**config.mk**
```make
export PLATFORM = sky130hd
export DESIGN_NAME = frame_counter
export DESIGN_NICKNAME = d
export VERILOG_FILES = /design/src/rtl/apu_pkg.sv /design/src/rtl/frame_counter.sv
export SDC_FILE = /design/constraint.sdc
export NUM_CORES = 1
export LEC_CHECK = 0
export CORE_MARGIN = 2
export CORE_UTILIZATION = 47
export CTS_CLUSTER_DIAMETER = 120
export DETAILED_ROUTE_END_ITERATION = 7
export GPL_ROUTABILITY_DRIVEN = 1
export GPL_TIMING_DRIVEN = 0
export PLACE_DENSITY_LB_ADDON = 0.05
export SLEW_MARGIN = 20
export SYNTH_ARGS = -nofsm -noshare
export SYNTH_HDL_FRONTEND = slang
export SYNTH_SLANG_ARGS = --single-unit
```
**constraint.sdc**
```tcl
create_clock -name apu_clk -period 1.4 [get_ports apu_clk]
set_input_delay 0.21 -clock apu_clk [delete_from_list [all_inputs] [get_ports apu_clk]]
set_output_delay 0.21 -clock apu_clk [all_outputs]
set_load 0.1 [all_outputs]
```
**src/rtl/apu_pkg.sv**
```systemverilog
// Shared APU definitions: frame-sequencer step points, mode encoding and
// the $4017 register bit positions used by the frame counter and register decode.
package apu_pkg;

  localparam int STEP1_DEF = 3728;
  localparam int STEP2_DEF = 7456;
  localparam int STEP3_DEF = 11185;
  localparam int STEP4_DEF = 14914;
  localparam int STEP5_DEF = 18640;
  localparam int CNT_W_DEF = 15;

  typedef enum logic {
    MODE_4STEP = 1'b0,
    MODE_5STEP = 1'b1
  } mode_e;

  localparam int REG4017_MODE_BIT    = 7;
  localparam int REG4017_INHIBIT_BIT = 6;

endpackage

```
**src/rtl/frame_counter.sv**
```systemverilog
// APU frame sequencer: counts apu_clk cycles and emits registered quarter/half
// frame pulses plus the 4-step frame IRQ, reconfigured by $4017 writes.
module frame_counter
  import apu_pkg::*;
#(
  parameter int STEP1 = STEP1_DEF,
  parameter int STEP2 = STEP2_DEF,
  parameter int STEP3 = STEP3_DEF,
  parameter int STEP4 = STEP4_DEF,
  parameter int STEP5 = STEP5_DEF,
  parameter int CNT_W = CNT_W_DEF
) (
  input  logic       apu_clk,
  input  logic       rst,
  input  logic       wr_en,
  input  logic [7:0] wr_data,
  input  logic       irq_clr,
  output logic       qtr_clk,
  output logic       hlf_clk,
  output logic       irq
);

  localparam logic [CNT_W-1:0] S1 = CNT_W'(STEP1);
  localparam logic [CNT_W-1:0] S2 = CNT_W'(STEP2);
  localparam logic [CNT_W-1:0] S3 = CNT_W'(STEP3);
  localparam logic [CNT_W-1:0] S4 = CNT_W'(STEP4);
  localparam logic [CNT_W-1:0] S5 = CNT_W'(STEP5);

  logic [CNT_W-1:0] cnt;
  mode_e            mode;
  logic             inhibit;

  logic [CNT_W-1:0] wrap_pt;
  logic             dec_qtr;
  logic             dec_hlf;
  logic             dec_irq;

  logic             new_5step;
  logic             new_inhibit;
  logic             unused_wr_bits;

  assign new_5step      = wr_data[REG4017_MODE_BIT];
  assign new_inhibit    = wr_data[REG4017_INHIBIT_BIT];
  assign unused_wr_bits = ^wr_data[5:0];

  // The final event doubles as the wrap point, so one compare serves both.
  always_comb begin
    wrap_pt = S4;
    dec_qtr = 1'b0;
    dec_hlf = 1'b0;
    dec_irq = 1'b0;
    if (mode == MODE_5STEP) begin
      wrap_pt = S5;
    end
    if (cnt == S1 || cnt == S3) begin
      dec_qtr = 1'b1;
    end
    if (cnt == S2 || cnt == wrap_pt) begin
      dec_qtr = 1'b1;
      dec_hlf = 1'b1;
    end
    if (mode == MODE_4STEP && cnt == S4 && !inhibit) begin
      dec_irq = 1'b1;
    end
  end

  // A write overrides the decode of the current count; an IRQ set beats irq_clr.
  always_ff @(posedge apu_clk) begin
    if (rst) begin
      cnt     <= '0;
      mode    <= MODE_4STEP;
      inhibit <= 1'b0;
      irq     <= 1'b0;
      qtr_clk <= 1'b0;
      hlf_clk <= 1'b0;
    end else if (wr_en) begin
      cnt     <= '0;
      mode    <= mode_e'(new_5step);
      inhibit <= new_inhibit;
      qtr_clk <= new_5step;
      hlf_clk <= new_5step;
      if (new_inhibit || irq_clr) begin
        irq <= 1'b0;
      end
    end else begin
      cnt     <= (cnt == wrap_pt) ? '0 : cnt + 1'b1;
      qtr_clk <= dec_qtr;
      hlf_clk <= dec_hlf;
      if (dec_irq) begin
        irq <= 1'b1;
      end else if (irq_clr) begin
        irq <= 1'b0;
      end
    end
  end

endmodule

```
# Word-level counts from Yosys, hierarchy flattened
# Index checks and enable logic that the tools add are counted.
[op_classes]
reduce_logical = 9
n_mux = 11
n_addsub = 1
eq_ne = 6
bitwise_logic = 1
[ops]
columns = ["operator", "n"]
rows = [
  ["$eq 15x14->1 const B", 2],
  ["$add 15x1->15 const B", 1],
  ["$eq 15x12->1 const B", 1],
  ["$eq 15x13->1 const B", 1],
  ["$eq 15x15->1", 1],
  ["$mux 15", 1],
  ["$mux 1", 10],
  ["$logic_or 1x1->1", 3],
  ["$reduce_bool 3->1", 1],
  ["$reduce_or 3->1", 1],
  ["$logic_and 1x1->1", 2],
  ["$ne 2x1->1 const B", 1],
  ["$reduce_and 2->1", 1],
  ["$logic_not 1->1", 1],
  ["$not 1->1", 1],
]
[totals]
regBits = 20
input_bits = 12

# Longest topological paths before layout
[logic_depth]
word_depth = 6
depth_mapped = 6
depth_no_buf = 6

# Least setup slack after synthesis
# No wires, ideal clock.
[synth_timing]
path_kind = "register to register"
start = "register cnt[5]"
end = "register cnt[11]"
period_less_slack_ns = 1.552
required_time_ns = 1.268
path_stages_with_launch = 7
setup_slack_ns = -0.152
setup_ns = 0.132
arrival_time_ns = 1.420
cell_sequence = "dfxtp_1 > buf_6 > or3b_1 > nor4_2 > o21a_1 > buf_6 > nor3_1"
[synth_via]
elab_chain_cells = 2
elab_cells_between_ends = 3
[synth_rtl]
columns = ["element", "line", "rtl"]
rows = [
  ["start, declared", "frame_counter.sv:29", "logic [CNT_W-1:0] cnt;"],
  ["start signal, assigned", "frame_counter.sv:86", "cnt <= (cnt == wrap_pt) ? '0 : cnt + 1'b1;"],
  ["branches (longest 2 deep; another with $add 15x1->15)", "-", ""],
]
# Several ways; the timed one is not identified.
# A chain may end at the register's enable or synchronous reset.

# Worst setup path in the final report
[layout_timing]
start = "register mode"
end = "register cnt[0]"
[layout_via]
elab_chain_cells = 3
[layout_rtl]
columns = ["element", "line", "rtl"]
rows = [
  ["start, declared", "frame_counter.sv:30", "mode_e mode;"],
  ["start signal, assigned", "frame_counter.sv:78", "mode <= mode_e'(new_5step);"],
  ["$mux 15", "frame_counter.sv:52", "if (mode == MODE_5STEP) begin"],
  ["$eq 15x15->1", "frame_counter.sv:86", ""],
  ["$reduce_or 3->1 (no source line)", "-", ""],
]
# Every way passes these cells.

==> results.md <==
- Status: complete, but fails checks
- Failing checks: negative setup slack
- Avg WL per Cell: 15.3 um
- Worst Tran Pin Value: 0.485 ns
- Origin of the worst setup path: mode$_SDFFE_PP0P_
- Clk pwr share: 28.9%
- Share of cells above drive strength 1: 37.5%
- Worst Hold Class: flip-flop to flip-flop
- CP top delay family: simple AND/OR/NAND/NOR gates
- Fin. Hold Viols: 0
- TritonRoute pass-1 iters: 4
- Combinational Power Share: 8.9%
- Routed via count: 996
- Synth Area in XOR/XNOR: 9.84%
- N_diodes: 0
- Core Box Area: 0.00219 mm2
- Global-route wire length before repair: 4220 um
- Simple-Gate Fraction of Synth Area: 36.5%
- Buffers on Ports: 8
- Worst hold path endpoint: inhibit$_SDFFE_PP0P_
- Crit path buf inv count: 1
- Slew Limit Fails: 0
- First DRT Iteration DRCs: 24
- RSZ-0062 raised after global routing: yes
- Synth Area in Adders: 4.68%
- Arrival time worst endpoint: 1.82 ns
- GR Util All Layers: 21.6%
- Crit-path max cell delay: 0.55 ns
- Vias in the first global route: 949
- Flop pwr share: 62.2%
- Slowest stage cell on the critical path: or4b_4
- Max Fclk: 615 MHz
- Crit path kind: flip-flop to flip-flop
- Hold Crit Depth: 2
- Worst-path clk slew: 0.11 ns
- Root Buffer: clkbuf_4
- Layout Nets: 162
- Synth Register Bits: 20
- Std-Cell Rows: 17
- Pin count of the biggest net entering global routing: 11
- Max_slew headroom: 67.9%
- Skew final: 0.00287 ns
- Final WL: 2640 um
- Initial Util: 48.8%
- DRC: 0
- YS warnings: 0
- Avg Cell Area, Syn: 8.62 um2
- HP Start: inhibit$_SDFFE_PP0P_
- DRT antenna net count: 0
- Deepest clock path buffer count: 2
- Top Ports: 15
- H-tree lvl count: 1
- Ratio of final minimum period to clock period: 116%
- Pre-CTS setup slack: -0.449 ns
- Max-cap viol count: 0
- CP Max Fanout: 5
- Mux cell area share after synthesis: 0%
- Net Sw Frac: 24.4%
- Total CTS buffers: 3
- Synth-to-Final Area Change: 34.7%
- Die boundary height: 51.7 um
- Worst R2R End: cnt[0]$_SDFF_PP0_
- Fin util: 65.7%
- R2R setup slack: -0.23 ns
- Crit. End Element: flip-flop
- Vias per cell: 5.79
- RR Startpoint: mode$_SDFFE_PP0P_
- Critical Path Stages: 5
- NetSw: 226 uW
- Die W: 51.7 um
- Largest family of logic cells by synthesized area: simple AND/OR/NAND/NOR gates
- Internal power: 701 uW
- Req. time, crit path: 1.59 ns
- Final-layout fill cell count: 188
- Initial antenna violation count: 0
- Dpl hpwl: 1610 um
- Syn Std Cell Area: 0.00107 mm2
- Final WS setup: -0.226 ns
- Clock Sinks: 20
- Synth Area in Compound Gates: 4.92%
- Area of the die: 0.00267 mm2
- Finish-stage setup viols: 14
- CTS tree: done
- Worst skew pair latency: 0.29 ns
- Max IR drop VDD: 0.565 mV
- Gr ovfl total: 0
- Placer's final routability congestion estimate: 0.769
- Cell chain of the critical path: or4b_4 > nor4_4 > o21a_1 > buf_6 > nor3_2
- Post-Synthesis Cells: 124
- Mapped Nets: 140
- Synth cell types: 30
- Final min period: 1.63 ns
- P_leak: 0.000473 uW
- Startpoint types: flip-flop
- Register-to-Register Path Depth: 5
- Register area share after synthesis: 37.5%
- Power per Cell Area: 644 mW/mm2
## synthesized netlist by cell type
cell type | n | area, um2
o211ai_1 | 2 | 15.0
or2_2 | 2 | 12.5
nand4b_1 | 3 | 26.3
and4_1 | 1 | 8.76
a21oi_1 | 5 | 25.0
or3b_1 | 1 | 8.76
or4bb_1 | 1 | 11.3
or3_1 | 1 | 6.26
nand4_1 | 6 | 37.5
or4b_1 | 1 | 10.0
nor3_1 | 16 | 80.1
buf_6 | 3 | 33.8
xnor2_1 | 8 | 70.1
nor4_1 | 6 | 37.5
o21ai_0 | 1 | 5.00
nand3b_1 | 1 | 7.51
nor4b_1 | 1 | 8.76
or4_1 | 1 | 7.51
nor2_1 | 8 | 30.0
o21a_1 | 1 | 7.51
clkbuf_2 | 2 | 10.0
nand2_1 | 9 | 33.8
xor2_1 | 4 | 35.0
clkbuf_1 | 3 | 11.3
nand3_1 | 4 | 20.0
nor4_2 | 2 | 25.0
nand2b_1 | 3 | 18.8
dfxtp_1 | 20 | 400
ha_1 | 4 | 50.1
inv_1 | 4 | 15.0
## per-stage QoR
stage          hold slack, ns  power, uW  TNS, ns  cells  area, um2
2_1_floorplan           0.279        639    -1.41    124       1070
3_3_place_gp            0.462        669    -6.99    160       1190
3_5_place_dp            0.473        669    -7.06    160       1190
4_1_cts                 0.489        934    -2.88    166       1330
5_1_grt                 0.509        963    -3.41    172       1440
6_report                0.488        927    -2.57    172       1440
## final cells by class
class                           instances  area (um2)  share of cell area [%]
Tap cell                               28        35.0                    2.43
Inverter                                4        15.0                    1.04
Clock buffer                            3        22.5                    1.57
Buffer                                  2        16.3                    1.13
Multi-Input combinational cell         92         727                    50.5
Timing Repair Buffer                   23         196                    13.7
Sequential cell                        20         427                    29.7
## per-layer routing
metal  share of wire (%)  track usage (%)
met1                  44             26.6
met2                  49             36.3
met3                 4.8             3.74
met4                 2.0             10.1
met5                   0                0
## cells by family after synthesis
group | after synthesis
simple gates | 67
flops | 20
xor+xnor | 12
buf+inv | 12
compound gates | 9
fa+ha+maj | 4
## layout by cell type (no fill, tap or decap), drive strengths merged, types with 3 or more instances in the layout
cell / count
clkbuf: 4
a21oi: 5
nand2b: 3
xnor2: 8
xor2: 4
nor4: 8
nor2: 8
clkdlybuf4s50: 5
dfxtp: 20
nand4: 6
inv: 4
nand4b: 3
nor3: 16
buf: 19
nand3: 4
ha: 4
nand2: 9
## flip-flops by register name, indices dropped and copies added (netlist names)
register and count:
qtr_clk 1, irq 1, mode 1, inhibit 1
cnt 15, hlf_clk 1
## power by group through the flow
stage	Clock, uW	Combinational [uW]	Sequential (uW)
2_1_floorplan	0	26.2	613
3_3_place_gp	0	70.7	598
3_5_place_dp	0	70.9	598
4_1_cts	276	74.3	584
5_1_grt	296	88.9	578
6_report	268	82.3	576
## what timing repair did
item / 4_1_cts / 5_1_grt
pin swaps: 8 / 7
endpoints found under the setup margin: 20 / 19
buffers inserted: 6 / 9
gates cloned: 1 / 0
hold buffers: 0 / 0
resized for setup: 33 / 27
## worst max path at each step
| stage | to | slack [ns] |
|---|---|---|
| floorplan | cnt[11]$_SDFF_PP0_ | -0.14 |
| global placement | cnt[13]$_SDFF_PP0_ | -0.44 |
| detailed placement | cnt[14]$_SDFF_PP0_ | -0.45 |
| CTS | cnt[14]$_SDFF_PP0_ | -0.25 |
| global route | cnt[14]$_SDFF_PP0_ | -0.28 |
| finish | cnt[0]$_SDFF_PP0_ | -0.23 |
## worst register-to-register path, delay by kind of cell, from the launching register on
| family | cells | cell delay (ns) |
|---|---|---|
| flip-flops | 1 | 0.35 |
| AND/OR/NAND/NOR | 3 | 0.76 |
| buffers and inverters | 1 | 0.16 |
| AO/OA/AOI/OAI | 1 | 0.25 |
(Power assumes the default switching activity.)
